$ cat src/rtl/c17_key_load_ctrl.sv
// c17_key_load_ctrl: serial key loader for the key-locked c17 netlist.
// A key is shifted in MSB first and checked against an allowed-key mask.
// A passing key is committed to the key register that drives the D_x
// key-mux selects. key_valid is raised only after a settle window.
// Consecutive rejections are counted, and reaching MAX_FAIL of them locks
// the block until reset.
module c17_key_load_ctrl #(
    parameter int                       KEY_W      = 2,
    parameter logic [(1 << KEY_W) - 1:0] ALLOW_VEC = 4'b1001,
    parameter int                       SETTLE_CYC = 2,
    parameter int                       MAX_FAIL   = 3,
    parameter logic [KEY_W-1:0]         LOCK_KEY   = '0
) (
    input  logic             clk,
    input  logic             rst_n,
    input  logic             load_start,
    input  logic             key_sdi,
    input  logic             key_sdi_vld,
    output logic [KEY_W-1:0] key_out,
    output logic             key_valid,
    output logic             busy,
    output logic             done,
    output logic             key_err,
    output logic             locked
);

    localparam logic [2:0] ST_IDLE   = 3'd0;
    localparam logic [2:0] ST_SHIFT  = 3'd1;
    localparam logic [2:0] ST_CHECK  = 3'd2;
    localparam logic [2:0] ST_SETTLE = 3'd3;
    localparam logic [2:0] ST_LOCKED = 3'd4;

    localparam int             CNT_W       = (KEY_W > 1) ? $clog2(KEY_W) : 1;
    localparam logic [CNT_W-1:0] LAST_BIT  = CNT_W'(KEY_W - 1);
    localparam logic [3:0]     SETTLE_LAST = (SETTLE_CYC > 0) ? 4'(SETTLE_CYC - 1) : 4'd0;
    localparam logic [3:0]     FAIL_MAX    = 4'(MAX_FAIL);

    logic [1:0]       rst_sync_q;
    logic             rst_int_n;

    logic [2:0]       state_q,  state_d;
    logic [CNT_W-1:0] cnt_q,    cnt_d;
    logic [KEY_W-1:0] sh_q,     sh_d;
    logic [KEY_W-1:0] key_q,    key_d;
    logic             valid_q,  valid_d;
    logic             done_q,   done_d;
    logic             err_q,    err_d;
    logic [3:0]       fail_q,   fail_d;
    logic [3:0]       settle_q, settle_d;
    logic [3:0]       fail_inc;

    // Reset synchronizer: the reset asserts asynchronously and releases on a clock edge.
    always_ff @(posedge clk or negedge rst_n) begin
        if (!rst_n) begin
            rst_sync_q <= 2'b00;
        end else begin
            rst_sync_q <= {rst_sync_q[0], 1'b1};
        end
    end

    assign rst_int_n = rst_sync_q[1];

    // Next-state and output logic for the load / check / settle sequence.
    always_comb begin
        // NOTE: every variable gets a default first, so no path can infer a latch.
        state_d  = state_q;
        cnt_d    = cnt_q;
        sh_d     = sh_q;
        key_d    = key_q;
        valid_d  = valid_q;
        done_d   = 1'b0;
        err_d    = 1'b0;
        fail_d   = fail_q;
        settle_d = settle_q;
        fail_inc = (fail_q == FAIL_MAX) ? fail_q : fail_q + 4'd1;

        case (state_q)
            ST_IDLE: begin
                if (load_start) begin
                    state_d = ST_SHIFT;
                    cnt_d   = '0;
                    sh_d    = '0;
                    valid_d = 1'b0;
                end
            end

            ST_SHIFT: begin
                // A restart takes priority, and any bit offered with it is dropped.
                if (load_start) begin
                    cnt_d = '0;
                    sh_d  = '0;
                end else if (key_sdi_vld) begin
                    sh_d  = KEY_W'({sh_q, key_sdi});
                    cnt_d = cnt_q + CNT_W'(1);
                    if (cnt_q == LAST_BIT) begin
                        state_d = ST_CHECK;
                    end
                end
            end

            ST_CHECK: begin
                if (ALLOW_VEC[sh_q]) begin
                    key_d  = sh_q;
                    fail_d = 4'd0;
                    if (SETTLE_CYC == 0) begin
                        valid_d = 1'b1;
                        done_d  = 1'b1;
                        state_d = ST_IDLE;
                    end else begin
                        settle_d = 4'd0;
                        state_d  = ST_SETTLE;
                    end
                end else begin
                    err_d  = 1'b1;
                    fail_d = fail_inc;
                    if (fail_inc == FAIL_MAX) begin
                        state_d = ST_LOCKED;
                        key_d   = LOCK_KEY;
                        valid_d = 1'b0;
                    end else begin
                        state_d = ST_IDLE;
                    end
                end
            end

            ST_SETTLE: begin
                // An abort keeps the newly committed key but never reports it valid.
                if (load_start) begin
                    state_d = ST_SHIFT;
                    cnt_d   = '0;
                    sh_d    = '0;
                end else if (settle_q == SETTLE_LAST) begin
                    valid_d = 1'b1;
                    done_d  = 1'b1;
                    state_d = ST_IDLE;
                end else begin
                    settle_d = settle_q + 4'd1;
                end
            end

            ST_LOCKED: begin
                key_d   = LOCK_KEY;
                valid_d = 1'b0;
            end

            default: begin
                state_d = ST_IDLE;
            end
        endcase
    end

    // State and datapath registers.
    always_ff @(posedge clk or negedge rst_int_n) begin
        // NOTE: every register is reset here, because the outputs must drop to known values as soon as reset asserts.
        if (!rst_int_n) begin
            state_q  <= ST_IDLE;
            cnt_q    <= '0;
            sh_q     <= '0;
            key_q    <= '0;
            valid_q  <= 1'b0;
            done_q   <= 1'b0;
            err_q    <= 1'b0;
            fail_q   <= 4'd0;
            settle_q <= 4'd0;
        end else begin
            // NOTE: non-blocking assignments, so every register samples the values from before the edge.
            state_q  <= state_d;
            cnt_q    <= cnt_d;
            sh_q     <= sh_d;
            key_q    <= key_d;
            valid_q  <= valid_d;
            done_q   <= done_d;
            err_q    <= err_d;
            fail_q   <= fail_d;
            settle_q <= settle_d;
        end
    end

    assign key_out   = key_q;
    assign key_valid = valid_q;
    assign done      = done_q;
    assign key_err   = err_q;
    assign busy      = (state_q == ST_SHIFT) || (state_q == ST_CHECK) || (state_q == ST_SETTLE);
    assign locked    = (state_q == ST_LOCKED);

endmodule

$ cat config.mk
export PLATFORM = sky130hd
export DESIGN_NAME = c17_key_load_ctrl
export DESIGN_NICKNAME = d
export VERILOG_FILES = /design/src/rtl/c17_key_load_ctrl.sv
export SDC_FILE = /design/constraint.sdc
export NUM_CORES = 1
export LEC_CHECK = 0
export ABC_CLOCK_PERIOD_IN_PS = 1400
export CORE_ASPECT_RATIO = 1.4
export CORE_MARGIN = 2
export CORE_UTILIZATION = 50
export CTS_CLUSTER_DIAMETER = 80
export DETAILED_ROUTE_END_ITERATION = 8
export PLACE_DENSITY = 0.72
export SLEW_MARGIN = 20
export SYNTH_ARGS = -nofsm -noshare
export SYNTH_HDL_FRONTEND = slang
export SYNTH_SLANG_ARGS = --single-unit
export TNS_END_PERCENT = 30
$ cat constraint.sdc
create_clock -name clk -period 1.4 [get_ports clk]
set_clock_uncertainty 0.2 [all_clocks]
set_input_delay 0.14 -clock clk [delete_from_list [all_inputs] [get_ports clk]]
set_output_delay 0.14 -clock clk [all_outputs]
set_load 0.05 [all_outputs]
After elaboration in Yosys (flattened, before gate mapping)

Index checks and enable logic that the tools add are counted.
Widths: inputs -> output; s select.

Output and inout bits: 7
Word-level logic and storage cells: 87
Input port bits: 5
Register bits: 21

Reductions and logical operators: 13
Bitwise logic cells: 1
Equal/unequal tests: 21
Add/sub/neg operators: 3
Multiplexer cells: 38
$lt $le $gt $ge: 1

Operators with widths:

| kind                | count |
|---|---|
| $mux 3              | 8 |
| $mux 4              | 5 |
| $ne 2x2->1 const B  | 10 |
| $pmux 3 s5          | 1 |
| $mux 1              | 13 |
| $reduce_and 6->1    | 2 |
| $mux 2              | 5 |
| $ne 3x3->1 const B  | 3 |
| $add 4x1->4 const B | 2 |
| $eq 4x2->1 const B  | 2 |
| $pmux 2 s2          | 2 |
| $pmux 4 s2          | 1 |
| $eq 3x2->1 const B  | 2 |
| $reduce_bool 2->1   | 3 |
| $eq 4x1->1 const B  | 1 |
| $pmux 1 s4          | 1 |
| $reduce_and 4->1    | 1 |
| $reduce_bool 4->1   | 1 |
| $eq 3x1->1 const B  | 1 |
| $eq 3x3->1 const B  | 1 |
| $logic_not 3->1     | 1 |
| $lt 2x3->1 const B  | 1 |
| $reduce_and 3->1    | 1 |
| $bmux 1 s2          | 1 |
| other kinds (7)     | 8 |

Longest topological paths before layout

Depth in word-level cells: 6
Depth in mapped cells: 6
Mapped depth without buffers: 6

Least setup slack after synthesis

OpenSTA, ideal clock, no wires.

Path kind: reg2reg
From: register fail_q[0]
To: register state_q[2]
Data required time: 1.122 ns
Stages on the path, launching flop included: 6
Buffers on the path: 0
Data arrival time: 1.776 ns
Setup slack: -0.654 ns
Period minus slack after synthesis: 2.054 ns
Setup time: 0.078 ns
Cells stage by stage: dfrtp_1 -> ha_1 -> or4b_4 -> nand3_2 -> or3b_1 -> a21oi_1

Word-level cells in the longest chain between the ends: 6
Elaborated cells on any way between the ends: 7
Classes of those cells: add/sub: 1; eq/ne: 2; mux: 4

RTL lines:

| what                                      | RTL line | text |
|---|---|---|
| start: declaration                        | 48       | `logic [3:0] fail_q, fail_d;` |
| start signal: assignment                  | 174      | `fail_q <= fail_d;` |
| $add 4x1->4 or $eq 4x2->1 (tied branches) | 75       | `fail_inc = (fail_q == FAIL_MAX) ? fail_q : fail_q + 4'd1;` |
| $mux 4 *                                  | 75       |  |
| $eq 4x2->1 *                              | 116      | `if (fail_inc == FAIL_MAX) begin` |
| $mux 3 *                                  | 116      |  |
| $mux 3 *                                  | 102      | `if (ALLOW_VEC[sh_q]) begin` |
| $pmux 3 s5 *                              | 77       | `case (state_q)` |
| end signal: assignment                    | 167      | `state_q <= state_d;` |
| end: declaration                          | 41       | `logic [2:0] state_q, state_d;` |

Every way passes the cells marked *; elsewhere a longest branch is shown, timed or not.
A chain may end at the register's enable or synchronous reset.

Worst setup path after layout

Same ends and word-level chain as after synthesis.

==> metrics.md <==
| Metric | Value |
|---|---|
| Status | `complete, but fails checks` |
| Violated checks | `setup timing` |
| Slowest Stage Delay on Critical Path | `0.46 ns` |
| Top FF cell, synth | `dfrtp_1` |
| Gate Count Post-Synth | `114` |
| Seq/Total Area, Yosys | `0.445` |
| Max-slew violations | `0` |
| Cell taking the most area after synthesis | `dfrtp_1` |
| Share of cells above drive strength 1 | `0.542` |
| Post-DP HPWL | `2190 um` |
| Largest net degree at the start of global routing | `12` |
| Fill count | `110` |
| CTS max path bufs | `2` |
| RSZ-0062 raised after global routing | `true` |
| Final period utilization | `1.43` |
| Initial detailed-routing violation count | `29` |
| Yosys warning total | `0` |
| Top-area cell type share of the netlist area | `0.445` |
| CTS sink cnt | `20` |
| Non-filler cells, final | `188` |
| Vias in the first global route | `1180` |
| Terminus of the critical flop-to-flop path | `state_q[2]` |
| Synth unique cells | `37` |
| Req. time, crit path | `1.45 ns` |
| WL/cell | `17.2 um` |
| Final worst path period need | `2.01 ns` |
| Ports | `12` |
| Total gr overflow | `0` |
| Max Cap Viol | `0` |
| Post-Place Cells | `175` |
| Reg2Reg Launch Point | `fail_q[0]` |
| Fin worst setup slack | `-0.607 ns` |
| Later-pin clock latency in the skew report | `0.31 ns` |
| Drt pass-1 iters | `4` |
| Pre-CTS setup slack | `-0.575 ns` |
| CP Data Arrival Time | `2.06 ns` |
| Number of H-tree levels | `1` |
| Final Util | `0.865` |
| Async set-or-reset flop fraction in the synthesized netlist | `1.00` |
| Final wirelength | `3240 um` |
| Diode count | `0` |
| Setup crit end kind | `register` |
| Crit path max fanout | `2` |
| TritonCTS clock tree | `done` |
| Crit path max-delay cell type | `or4b_4` |
| GPL Wtd Cong | `0.821` |
| Final Net Count | `176` |
| Total track usage | `0.258` |
| Register bit total from synthesis | `20` |
| Root buffer cell | `clkbuf_4` |
| Detailed-route DRC error count | `0` |
| Clk slew on worst S/H paths | `0.11 ns` |
| CTS buffer count | `3` |
| Area Growth Syn to Fin | `65.7%` |
| Post-synth EDFFs | `0` |
| Die ar. | `0.00265 mm2` |
| Core ar. | `0.00215 mm2` |
| Pwr Density | `1070 mW/mm2` |
| Antenna violations before repair | `0` |
| Top cells by area, synth | `dfrtp_1 (45%), a22o_1 (5.5%), ha_1 (4.5%), o21ai_0 (4.5%), a21oi_1 (3.1%)` |
| Vert. Die Dim | `60.1 um` |
| Post-synthesis instance area | `0.00112 mm2` |
| Via/cell ratio | `5.98` |
| F_max | `498 MHz` |
| CP delay by family, top | `simple AND/OR/NAND/NOR gates` |
| Final setup viols | `20` |
| Count of buffers from port buffering | `11` |
| Worst reg-to-reg path cell count | `5` |
| Via count | `1124` |
| Die width | `44.1 um` |
| Max VDD drop | `1.19 mV` |
| Crit-path cells | `ha_4, or4b_4, nand3_2, or3b_4, a21oi_2` |
| Global-route wire length before repair | `5030 um` |
| Bufs and invs on worst path | `0` |
| Worst hold slack | `0.00589 ns` |
| Hold Fails Final Rpt | `0` |
| R2r setup slk | `-0.61 ns` |
| Leak | `0.000835 uW` |
| Avg Inst Size Synth | `9.86 um2` |
| Final ANT Viol Nets | `0` |
| HP Class | `register to asynchronous set/reset pin` |
| Core Rows | `20` |
| Initial Util | `0.522` |
| Critical path type | `register to register` |
| Startpoint Class | `register` |
| Setup TNS | `-4.69 ns` |
| Post-Syn Nets | `123` |
[final cells by class]
class	instances	area (um2)	area share
clock buffer	4	26.3	0.0141
multi-input combinational	85	776	0.417
tap	22	27.5	0.0148
timing repair buffer	53	515	0.277
sequential	20	502	0.269
inverter	4	15.0	0.00806
[cell usage after synthesis (2+ instances only)]
library cell and count:
a21o_1 3, a21oi_1 7, a22o_1 7, clkbuf_1 3
dfrtp_1 20, ha_1 4, inv_1 4, mux2_2 2
nand2_1 6, nand2b_1 4, nand3_1 3, nand4b_1 3
nor2_1 7, nor2b_1 3, nor3_1 2, nor3b_1 3
o21ai_0 10, o31ai_1 2, or3b_1 2, or4_1 2
[worst register-to-register path, stage by stage (launching register included)]
cell     delay, ns
dfrtp_2       0.44
ha_4          0.27
or4b_4        0.46
nand3_2       0.08
or3b_4        0.38
a21oi_2       0.12
[cell families after synthesis]
kind of cell               synth area share
adders and majority gates            0.0445
and+or+nand+nor                       0.224
AOI/OAI and AO/OA                     0.214
muxes                                0.0290
other                               0.00334
buffers and inverters                0.0401
DFF                                   0.445
[flip-flops by register name (all words and copies together) (netlist names)]
name,cells
key_err,1
state_q,3
settle_q,4
cnt_q,1
done,1
sh_q,2
rst_sync_q,2
key_valid,1
fail_q,4
key_out,1
[metal layers]
metal	track usage	up-vias	wire length, um
li1	-	525	-
met1	0.272	559	1220
met2	0.481	31	1820
met3	0.0332	9	101
met4	0.139	0	100
met5	0	-	0
[placed cells by master, fill, tap and decap left out, types with 3 or more instances in the layout]
cell,instances
ha_4,3
o21ai_1,6
dfrtp_1,19
nand3_1,3
inv_2,3
or3b_4,3
buf_6,4
clkdlybuf4s50_1,4
nor2_4,3
buf_12,7
nand2_1,5
clkbuf_4,3
a22o_1,7
nor2_1,3
buf_4,36
a21oi_1,4
nand4b_1,3
a21o_1,3
[repair_timing]
action	in CTS	in global routing
hold buffers	2	0
endpoints found under the setup margin	20	20
pin swaps	13	8
hold endpoints to repair	7	0
gates cloned	0	0
gates resized for setup	28	20
setup buffers	8	1
[per-stage QoR]
stage | cell area, um2 | total power (uW)
floorplan | 1170 | 1100
global placement | 1600 | 1440
detailed placement | 1600 | 1470
CTS | 1790 | 1910
global route | 1860 | 2080
finish | 1860 | 1990
[where the power goes]
group | internal [uW] | leakage, uW | switching [uW]
logic | 517 | 0.000565 | 440
registers | 653 | 0.000254 | 80.6
clock network | 112 | 0.0000150 | 183
total | 1280 | 0.000835 | 704
[how the worst max path moves through the flow]
stage	startpoint	endpoint	slack (ns)	cells after the start
after floorplan	fail_q[0]	state_q[2]	-0.55	5
after global placement	fail_q[0]	state_q[2]	-0.52	5
after detailed placement	fail_q[0]	state_q[2]	-0.57	5
after CTS	fail_q[0]	state_q[2]	-0.60	5
after global routing	fail_q[0]	state_q[2]	-0.65	5
final	fail_q[0]	state_q[2]	-0.61	5
No activity file was read; power rests on OpenSTA's default activity.
